File: config.mk
export PLATFORM = sky130hd
export DESIGN_NAME = i2c_rx_timer
export DESIGN_NICKNAME = d
export VERILOG_FILES = /design/src/rtl/i2c_rx_timer.sv
export SDC_FILE = /design/constraint.sdc
export NUM_CORES = 1
export LEC_CHECK = 0
export CORE_MARGIN = 10
export CORE_UTILIZATION = 49
export CTS_CLUSTER_SIZE = 28
export DETAILED_ROUTE_END_ITERATION = 10
export PLACE_DENSITY = 0.77
export SYNTH_ARGS = -nofsm -noshare
export SYNTH_HDL_FRONTEND = slang
export SYNTH_SLANG_ARGS = --single-unit
export TNS_END_PERCENT = 1
File: constraint.sdc
create_clock -name clk -period 1.8 [get_ports clk]
set_input_delay 0.27 -clock clk [delete_from_list [all_inputs] [get_ports clk]]
set_output_delay 0.27 -clock clk [all_outputs]
set_load 0.02 [all_outputs]
File: src/rtl/i2c_rx_timer.sv
// i2c_rx_timer: SCL edge tracking, MSB-first SDA receive register and
// 9-clock frame bit counter feeding the I2C slave main controller.
// Optional build macro SCL_FILTER_EN adds a FILTER_CYCLES-deep SCL glitch filter.

module i2c_rx_timer #(
    parameter int FILTER_CYCLES = 2
) (
    input  logic       clk,
    input  logic       n_rst,
    input  logic       SCL_sync,
    input  logic       SDA_sync,
    input  logic       start,
    input  logic       stop,
    input  logic       rx_enable,
    output logic [7:0] rx_data,
    output logic       byte_received,
    output logic       ack_prep,
    output logic       ack_check,
    output logic       ack_done,
    output logic       scl_rise,
    output logic       scl_fall
);

    typedef enum logic [2:0] {
        IDLE,
        DATA,
        WAIT_ACK_FALL,
        WAIT_ACK_RISE,
        WAIT_ACK_END
    } state_t;

    state_t     state_q;
    logic [3:0] bit_cnt_q;
    logic [7:0] rx_data_q;
    logic       scl_prev_q;
    logic       scl_acc;
    logic       byte_received_q;
    logic       ack_prep_q;
    logic       ack_check_q;
    logic       ack_done_q;
    logic       scl_rise_q;
    logic       scl_fall_q;
    logic       rise_c;
    logic       fall_c;
    logic       edge_ok;

`ifdef SCL_FILTER_EN
    localparam int CntW = (FILTER_CYCLES > 1) ? $clog2(FILTER_CYCLES) : 1;

    logic [CntW-1:0] filt_cnt_q;
    logic            scl_filt_q;

    // Accept a new SCL level only after it has persisted for FILTER_CYCLES clocks.
    always_ff @(posedge clk or negedge n_rst) begin
        if (!n_rst) begin
            filt_cnt_q <= '0;
            scl_filt_q <= 1'b1;
        end else if (SCL_sync == scl_filt_q) begin
            filt_cnt_q <= '0;
        end else if (filt_cnt_q == CntW'(FILTER_CYCLES - 1)) begin
            scl_filt_q <= SCL_sync;
            filt_cnt_q <= '0;
        end else begin
            filt_cnt_q <= filt_cnt_q + 1'b1;
        end
    end

    assign scl_acc = scl_filt_q;
`else
    // FILTER_CYCLES only shapes the optional filter; the raw level is used here.
    if (FILTER_CYCLES < 1) begin : g_filter_cycles_unused
    end

    assign scl_acc = SCL_sync;
`endif

    assign rise_c  = scl_acc & ~scl_prev_q;
    assign fall_c  = ~scl_acc & scl_prev_q;
    assign edge_ok = (state_q != IDLE) && !start && !stop;

    // Previous accepted SCL level; resets high so releasing reset is not an edge.
    always_ff @(posedge clk or negedge n_rst) begin
        if (!n_rst) begin
            scl_prev_q <= 1'b1;
        end else begin
            scl_prev_q <= scl_acc;
        end
    end

    // Frame FSM: shifts data, counts bits and issues one-cycle registered strobes.
    always_ff @(posedge clk or negedge n_rst) begin
        if (!n_rst) begin
            state_q         <= IDLE;
            bit_cnt_q       <= 4'd0;
            rx_data_q       <= 8'h00;
            byte_received_q <= 1'b0;
            ack_prep_q      <= 1'b0;
            ack_check_q     <= 1'b0;
            ack_done_q      <= 1'b0;
            scl_rise_q      <= 1'b0;
            scl_fall_q      <= 1'b0;
        end else begin
            byte_received_q <= 1'b0;
            ack_prep_q      <= 1'b0;
            ack_check_q     <= 1'b0;
            ack_done_q      <= 1'b0;
            scl_rise_q      <= rise_c & edge_ok;
            scl_fall_q      <= fall_c & edge_ok;
            if (stop) begin
                state_q   <= IDLE;
                bit_cnt_q <= 4'd0;
            end else if (start) begin
                state_q   <= DATA;
                bit_cnt_q <= 4'd0;
            end else begin
                case (state_q)
                    DATA: begin
                        if (rise_c) begin
                            if (rx_enable) begin
                                rx_data_q <= {rx_data_q[6:0], SDA_sync};
                            end
                            if (bit_cnt_q == 4'd7) begin
                                bit_cnt_q       <= 4'd8;
                                byte_received_q <= 1'b1;
                                state_q         <= WAIT_ACK_FALL;
                            end else begin
                                bit_cnt_q <= bit_cnt_q + 4'd1;
                            end
                        end
                    end
                    WAIT_ACK_FALL: begin
                        if (fall_c) begin
                            ack_prep_q <= 1'b1;
                            state_q    <= WAIT_ACK_RISE;
                        end
                    end
                    WAIT_ACK_RISE: begin
                        if (rise_c) begin
                            ack_check_q <= 1'b1;
                            bit_cnt_q   <= 4'd9;
                            state_q     <= WAIT_ACK_END;
                        end
                    end
                    WAIT_ACK_END: begin
                        if (fall_c) begin
                            ack_done_q <= 1'b1;
                            bit_cnt_q  <= 4'd0;
                            state_q    <= DATA;
                        end
                    end
                    default: begin
                        state_q <= IDLE;
                    end
                endcase
            end
        end
    end

    assign rx_data       = rx_data_q;
    assign byte_received = byte_received_q;
    assign ack_prep      = ack_prep_q;
    assign ack_check     = ack_check_q;
    assign ack_done      = ack_done_q;
    assign scl_rise      = scl_rise_q;
    assign scl_fall      = scl_fall_q;

endmodule
==> impl_metrics.yaml <==
die:
  die_h_um: 65.3
  rows: 16
  io_pins: 21
  die_area_sq_um: 4260
  core_area_sq_um: 1960
  die_w_um: 65.3
  start_util: 0.511
clock_network:
  clk_latency_ns: 0.31
  clk_path_buf_depth: 2
  post_cts_buffers: 0
  cts_root_buf: "clkbuf_4"
  hold_buffers: 0
  cts_tree: "yes"
  cts_resized: 0
  numCtsBuffers: 3
  h-tree-depth: 1
  numClockSinks: 22
  cts.clk_slew.worst_paths_ns: 0.12
sta:
  slew_violations: 0
  relSlewSlack: 0.777
  worstMarginPinSlew_ns: 0.327
  fin_crit_ns: 1.59
  rsz0062_at_grt: "no"
  period_share: 0.886
  finalClockSkew_ns: 0.00280
  fmax_ghz: 0.627
  hold_violations: 0
  tns_ns: 0
  setup_viol: 0
global_route:
  grt_max_degree: 23
  grt_pass1_wl_mm: 3.62
  antenna_found_initial: 0
  grt_pass1_vias: 719
  gr-total-overflow: 0
  track_usage: 0.106
logic_synthesis:
  ys_ff_latch: 22
  synth_cells: 86
  synth_ff_type: "dfrtp_1"
  ys.warnings.count: 0
  synthTopCellsByCount: "dfrtp_1 (21), mux2_2 (9), nor2_1 (7)"
  seq_area_frac_synth: 0.550
  synth_fp_nets: 94
  yosysTopAreaCell: "dfrtp_1"
  async_reset_ff_frac: 1.00
  synth_area_leaders: "dfrtp_1 (52%), mux2_2 (10%), dfstp_2 (2.6%)"
  avgSynthCellArea_sq_um: 11.7
  synth_cell_types: 38
  syn-cell-area_sq_um: 1000
  synth_edf_count: 0
  synth_top_area_share: 0.524
  synth_most_common_cell: "dfrtp_1"
place:
  hpwl_mm: 1.65
  place_area_sq_um: 1270
  gp_congestion: 0.972
  numPortBuffers: 20
  dp.cells: 137
cells_and_area:
  area_delta_synth_final_pct: 32.3
  layout.nets: 123
  num_antenna_cells: 0
  final_layout_size_suffix_gt1_frac: 0.211
  final_cells: 141
  fin_area_sq_um: 1330
worst_hold_path:
  timing.hold.worst.class: "in2async"
drt:
  viasPerCell: 5.37
  drc: 0
  post_drt_wl_per_cell_um: 15.1
  dr.pass1.iters: 4
  routed_wl_mm: 2.13
  num_vias: 757
  drt-initial-drc-count: 41
  ant_nets: 0
critical_path:
  path_class: "reg2out"
  path_buf_inv: 1
  crit_path_max_incr_delay_ns: 0.62
  worst_setup_path_end_kind: "output port"
  crit_fanout: 3
  r2r_cells: 4
  crit_chain: "clkdlybuf4s50_1"
  worstSetupStartpointType: "flop"
  worstPathArrival_ns: 1.32
  crit_slowest_cell: "clkdlybuf4s50_1"
  cp.depth: 1
  crit_family: "buffers and inverters"
  cp.required_ns: 1.53
power_and_ir_drop:
  p_per_area_nw_per_um2: 736
  p_sw_mw: 0.204
  pwr-share-clk: 0.386
  p_seq_frac: 0.526
  combPwrFrac: 0.088
  ir_drop_v: 0.000555
  netSwitchingFraction: 0.209
  power.internal_mw: 0.773
  p_leak_nw: 0.600
run_status:
  outcome: "completed"
job:
  drv_cap: 0
## cells by family after synthesis
group | count (synthesis) | share of synthesized area
AOI/OAI and AO/OA | 20 | 0.143
muxes | 9 | 0.101
buffers and inverters | 6 | 0.0262
adders and majority gates | 1 | 0.0125
DFF | 22 | 0.550
and+or+nand+nor | 28 | 0.167
## power groups by stage
| stage | combinational (mW) | clock, mW | sequential (mW) |
|---|---|---|---|
| after global routing | 0.0930 | 0.411 | 0.516 |
| after CTS | 0.0871 | 0.382 | 0.514 |
| after detailed placement | 0.0868 | 0 | 0.523 |
| after floorplan | 0.0324 | 0 | 0.526 |
| final | 0.0857 | 0.377 | 0.514 |
| after global placement | 0.0849 | 0 | 0.522 |
## worst reg2reg max path, stage by stage (launching register included)
cell and delay (ns):
dfstp_2 0.57, and4bb_4 0.25, and3_4 0.20, nand2_4 0.12, mux2_2 0.35
## layout make-up
class / count / area (sq um)
Fill cell: 157 / 634
Tap cell: 27 / 33.8
Sequential cell: 22 / 552
Multi-Input combinational cell: 58 / 425
Clock buffer: 3 / 22.5
Inverter: 3 / 11.3
Timing Repair Buffer: 27 / 253
Clock inverter: 1 / 30.0
## layer usage
metal	up-vias	part of all wire	GRT usage	routed length [um]
met3	4	0.060	0.0305	128
met2	20	0.49	0.171	1050
met5	-	0	0	0
li1	369	-	-	-
met4	0	0.013	0.0401	27
met1	364	0.44	0.130	929
## cell usage in the layout, fill, tap and decap left out, types with 2 or more instances in the layout
cell type,Yosys,final
mux2_2,9,9
clkbuf_4,0,3
dfrtp_1,21,21
nand2b_1,2,2
clkdlybuf4s50_1,0,20
o21ai_0,3,3
inv_1,3,3
nor2b_1,3,3
buf_4,1,7
nor2_1,7,7
a21oi_1,3,3
nand2_1,4,4
nand3_1,2,2
## final timing paths
| kind | from | endpoint | slack, ns |
|---|---|---|---|
| worst max-delay path | rx_data[1] | rx_data[1] | 0.21 |
| worst min register to register | rx_data[7] | rx_data[7] | 0.53 |
| max in group asynchronous | n_rst | scl_prev_q | 1.24 |
| min in group clk | SCL_sync | scl_prev_q | 0.43 |
| worst min-delay path | n_rst | bit_cnt_q[0] | 0.28 |
| worst max register to register | scl_prev_q | rx_data[1] | 0.21 |
## flip-flops by register name, summed over array words and instances (netlist names)
| name | count |
|---|---|
| ack_prep | 1 |
| scl_fall | 1 |
| scl_rise | 1 |
| state_q | 3 |
| scl_prev_q | 1 |
| rx_data | 8 |
| byte_received | 1 |
| ack_done | 1 |
| ack_check | 1 |
| bit_cnt_q | 4 |
## metrics by stage
step                       util  hold slack [ns]  setup slack, ns  power, mW
after detailed placement  0.650            0.507          -0.0217      0.610
after global placement    0.650            0.492           0.0250      0.607
final                     0.677            0.284            0.205      0.977
after global routing      0.677            0.293            0.140       1.02
after CTS                 0.677            0.300            0.192      0.983
after floorplan               -          -0.0256            0.304      0.559
Power figures use the tool's default switching activity.
==> patch 1: new RTL, same flow settings <==
One comparison of `bit_cnt_q` changes from == to >=.
--- a/src/rtl/i2c_rx_timer.sv
+++ b/src/rtl/i2c_rx_timer.sv
@@ -119,7 +119,7 @@
                             if (rx_enable) begin
                                 rx_data_q <= {rx_data_q[6:0], SDA_sync};
                             end
-                            if (bit_cnt_q == 4'd7) begin
+                            if (bit_cnt_q >= 4'd7) begin
                                 bit_cnt_q       <= 4'd8;
                                 byte_received_q <= 1'b1;
                                 state_q         <= WAIT_ACK_FALL;
Behaviour: same outputs for any inputs over 10 cycles, from zero or initial values and one cycle with n_rst low; that may be too few to reach the edited logic, so the function may still have changed.
==> patch 1 against the unedited design <==
Global-route usage down 0.64 points. Setup slack better by 0.032 ns. Hold slack worse by 0.028 ns. Final area up 0.57%. Largest cell class unchanged. Total power down 8.8%. Combinational power up 24%. First-iteration DRC count down 49%. Wire length down 5.0%. Sequential cell count unchanged. Sequential share of layout area down 0.23 points. Maximum frequency up 2.0%. Critical endpoint is now bit_cnt_q[1]$_DFFE_PN0P_. Synthesized area up 6.9%. Sequential power up 0.8%.
==> patch 1: results (changes against the unedited design) <==
worstPathMaxFanout: 11  # was 3
holdWs_ns: 0.256  # was 0.284 ns
first_iter_violations: 21  # was 41
setup.reg_to_reg.worst_slack_ns: 0.24  # was 0.21 ns
pre_cts_slack_ns: 0.0548  # was -0.0217 ns
r2r.worst_path.cells: 3  # was 4
drive_above_1_share_pct: 21.8  # was 21.1%
track_usage_pct: 9.94  # was 10.6%
place.detailed.instances: 133  # was 137
slowest_stage: "dfrtp_1"  # was clkdlybuf4s50_1
dpl.hpwl_mm: 1.59  # was 1.65 mm
p_clk_mw: 0.267  # was 0.377 mW
place_area_um2: 1300  # was 1270 µm²
first_pass_iteration_count_of_the_detailed_router: 4  # unchanged
global_route_wire_length_before_repair_mm: 3.55  # was 3.62 mm
max_freq_mhz: 640  # was 627 MHz
gp_congestion: 0.843  # was 0.972
outcome: "finished clean"  # unchanged
synth_common_cells: "dfrtp_1 (21), mux2_2 (8), nor2_1 (6), nand2_1 (5), a211oi_1 (4)"  # was dfrtp_1 (21), mux2_2 (9), nor2_1 (7), nand2_1 (4)
nNetsFinal: 119  # was 123
clockRootBuffer: "clkbuf_4"  # unchanged
drt-total-wl_mm: 2.02  # was 2.13 mm
worstReg2RegEnd: "bit_cnt_q[1]$_DFFE_PN0P_"  # was rx_data[1]$_DFFE_PN0P_
switching_share_pct: 23.3  # was 20.9%
vias: 765  # was 757
grt_start_max_net_pins: 15  # was 23
synth.distinct_cells: 36  # was 38
power.leakage_nw: 0.583  # was 0.600 nW
avgViaCountPerCell: 5.58  # was 5.37
finClkSkew_ns: 0.00293  # was 0.00280 ns
crit_path_start: "state_q[2]$_DFFE_PN0P_"  # was rx_data[1]$_DFFE_PN0P_
crit_path_max_incr_delay_ns: 0.63
p_switching_mw: 0.207  # was 0.204 mW
worst_path_dominant_cell_family: "flip-flops"  # was buffers and inverters
vdd.ir_drop.worst_uv: 482  # was 555 µV
cp-end-kind: "register"  # was output pin
==> patch 1: area by class of cell <==
cell class,instances,area [µm²],area share (%)
Sequential cell,22,552,41.3
Inverter,3,11.3,0.843
Tap cell,27,33.8,2.53
Timing Repair Buffer,24,230,17.2
Multi-Input combinational cell,57,472,35.3
Clock buffer,4,36.3,2.72
==> patch 1: routing by layer <==
| layer | global-route usage [%] | vias up | routed length, µm |
|---|---|---|---|
| met5 | 0 | - | 0 |
| met3 | 2.01 | 4 | 163 |
| met2 | 16.2 | 22 | 987 |
| li1 | - | 366 | - |
| met4 | 5.50 | 0 | 20 |
| met1 | 11.8 | 373 | 852 |
==> patch 1: logic make-up after synthesis <==
logic type	count (synthesis)	share of synthesized area [%]
AND/OR/NAND/NOR	31	21.8
flip-flops	22	51.5
AO/OA/AOI/OAI	15	10.9
multiplexers	9	9.34
buffers and inverters	7	4.55
XOR/XNOR	1	0.817
adder cells (fa/ha/maj)	1	1.17
==> patch 2: new RTL, same settings <==
Made on the original files. Build with the macro `SCL_FILTER_EN` defined.
--- a/src/rtl/i2c_rx_timer.sv
+++ b/src/rtl/i2c_rx_timer.sv
@@ -1,6 +1,8 @@
 // i2c_rx_timer: SCL edge tracking, MSB-first SDA receive register and
 // 9-clock frame bit counter feeding the I2C slave main controller.
 // Optional build macro SCL_FILTER_EN adds a FILTER_CYCLES-deep SCL glitch filter.
+
+`define SCL_FILTER_EN
 
 module i2c_rx_timer #(
     parameter int FILTER_CYCLES = 2
Formal check against the unedited RTL: not equivalent (a bounded check fails within 4 cycles, from zero or initial values and one cycle with n_rst low).
==> patch 2 against the unedited design <==
Wire length rose by 5.0%. Sequential cell count rose by 2. Final area rose by 6.6%. Global-route usage fell by 0.57 points. Synthesized area rose by 14%. Via count rose by 13%. Setup slack got worse by 0.025 ns. Utilization fell by 3.7 points.
Power is not compared: it rests on default switching activity, and its combinational part moved more than twofold at a synthesized area within 25%.
==> patch 2: results (changes against the unedited design) <==
grt_start_max_net_pins: 25  # was 23
worst_path_dominant_cell_family: "flip-flops"  # was buffers and inverters
multi_input_gate_count: 67  # was 58
routed_wire_length_per_instance_um: 14.9  # was 15.1 µm
synth_common_cells: "dfrtp_1 (22), nor2_1 (10), mux2_2 (9), nand2_1 (5)"  # was dfrtp_1 (21), mux2_2 (9), nor2_1 (7), nand2_1 (4)
synth.area.top_cells: "dfrtp_1 (48%), mux2_2 (8.9%), dfstp_2 (4.6%)"  # was dfrtp_1 (52%), mux2_2 (10%), dfstp_2 (2.6%)
stdcell_area_um2: 1420  # was 1330 µm²
global_route_wire_length_before_repair_mm: 3.64  # was 3.62 mm
number_of_filler_instances_in_the_final_layout: 174  # was 157
yosys-mux-area-fraction_pct: 8.89  # was 10.1%
place.detailed.instances: 146  # was 137
wl_met3_um: 167  # was 128 µm
multi_input_gate_area_um2: 483  # was 425 µm²
finClkSkew_ns: 0.00256  # was 0.00280 ns
synth.distinct_cells: 39  # was 38
track_usage_pct: 10.0  # was 10.6%
met2RoutedLength_mm: 1.14  # was 1.05 mm
syn-mean-instance-area_um2: 11.6  # was 11.7 µm²
outcome: "finished clean"  # unchanged
drt-total-wl_mm: 2.24  # was 2.13 mm
yosysSeqAreaShare_pct: 52.9  # was 55.0%
nNetsFinal: 131  # was 123
gp_congestion: 0.875  # was 0.972
synth-compound-area-share_pct: 11.0  # was 14.3%
worstPathMaxFanout: 10  # was 3
first_iter_violations: 34  # was 41
clk_pin_slew_ns: 0.13
pre_cts_slack_ns: -0.0922  # was -0.0217 ns
final.signal_buffer_count: 24  # was 27
layout.buffer.nonclock.area_share_pct: 16.3  # was 19.0%
syn-num-nets: 106  # was 94
avgViaCountPerCell: 5.68  # was 5.37
first_global_vias: 849  # was 719
rr_startpoint: "state_q[0]$_DFFE_PN0P_"  # was scl_prev_q$_DFF_PN1_
crit_path_max_incr_delay_ns: 0.59  # was 0.62 ns
critical_path_arrival_ns: 1.83  # was 1.32 ns
synth-adder-area-share_pct: 1.10  # was 1.25%
patch 2: cell types whose count changed in the layout (fill, tap and decap cells not counted), moves of 2 or more:
cell | before | now
buf_4 | 7 | 4
nor2_1 | 7 | 10
a32o_1 | 0 | 2
nor3_1 | 1 | 3
patch 2: final timing paths:
check | slack [ns] | to | cells past startpoint
worst max register to register | 0.18 | bit_cnt_q[2]$_DFFE_PN0P_ | 4
worst min register to register | 0.41 | scl_prev_q$_DFF_PN1_ | 0
worst min-delay path | 0.29 | ack_prep$_DFF_PN0_ | 2
max in group asynchronous | 1.22 | scl_prev_q$_DFF_PN1_ | 2
min in group clk | 0.41 | scl_prev_q$_DFF_PN1_ | 0
worst max-delay path | 0.18 | bit_cnt_q[2]$_DFFE_PN0P_ | 4
patch 2: metal layers:
metal  track usage [%]  vias to the layer above
met5                 0                        -
met4              5.53                        0
met3              2.45                        8
met2              17.4                       28
met1              10.9                      418
li1                  -                      398
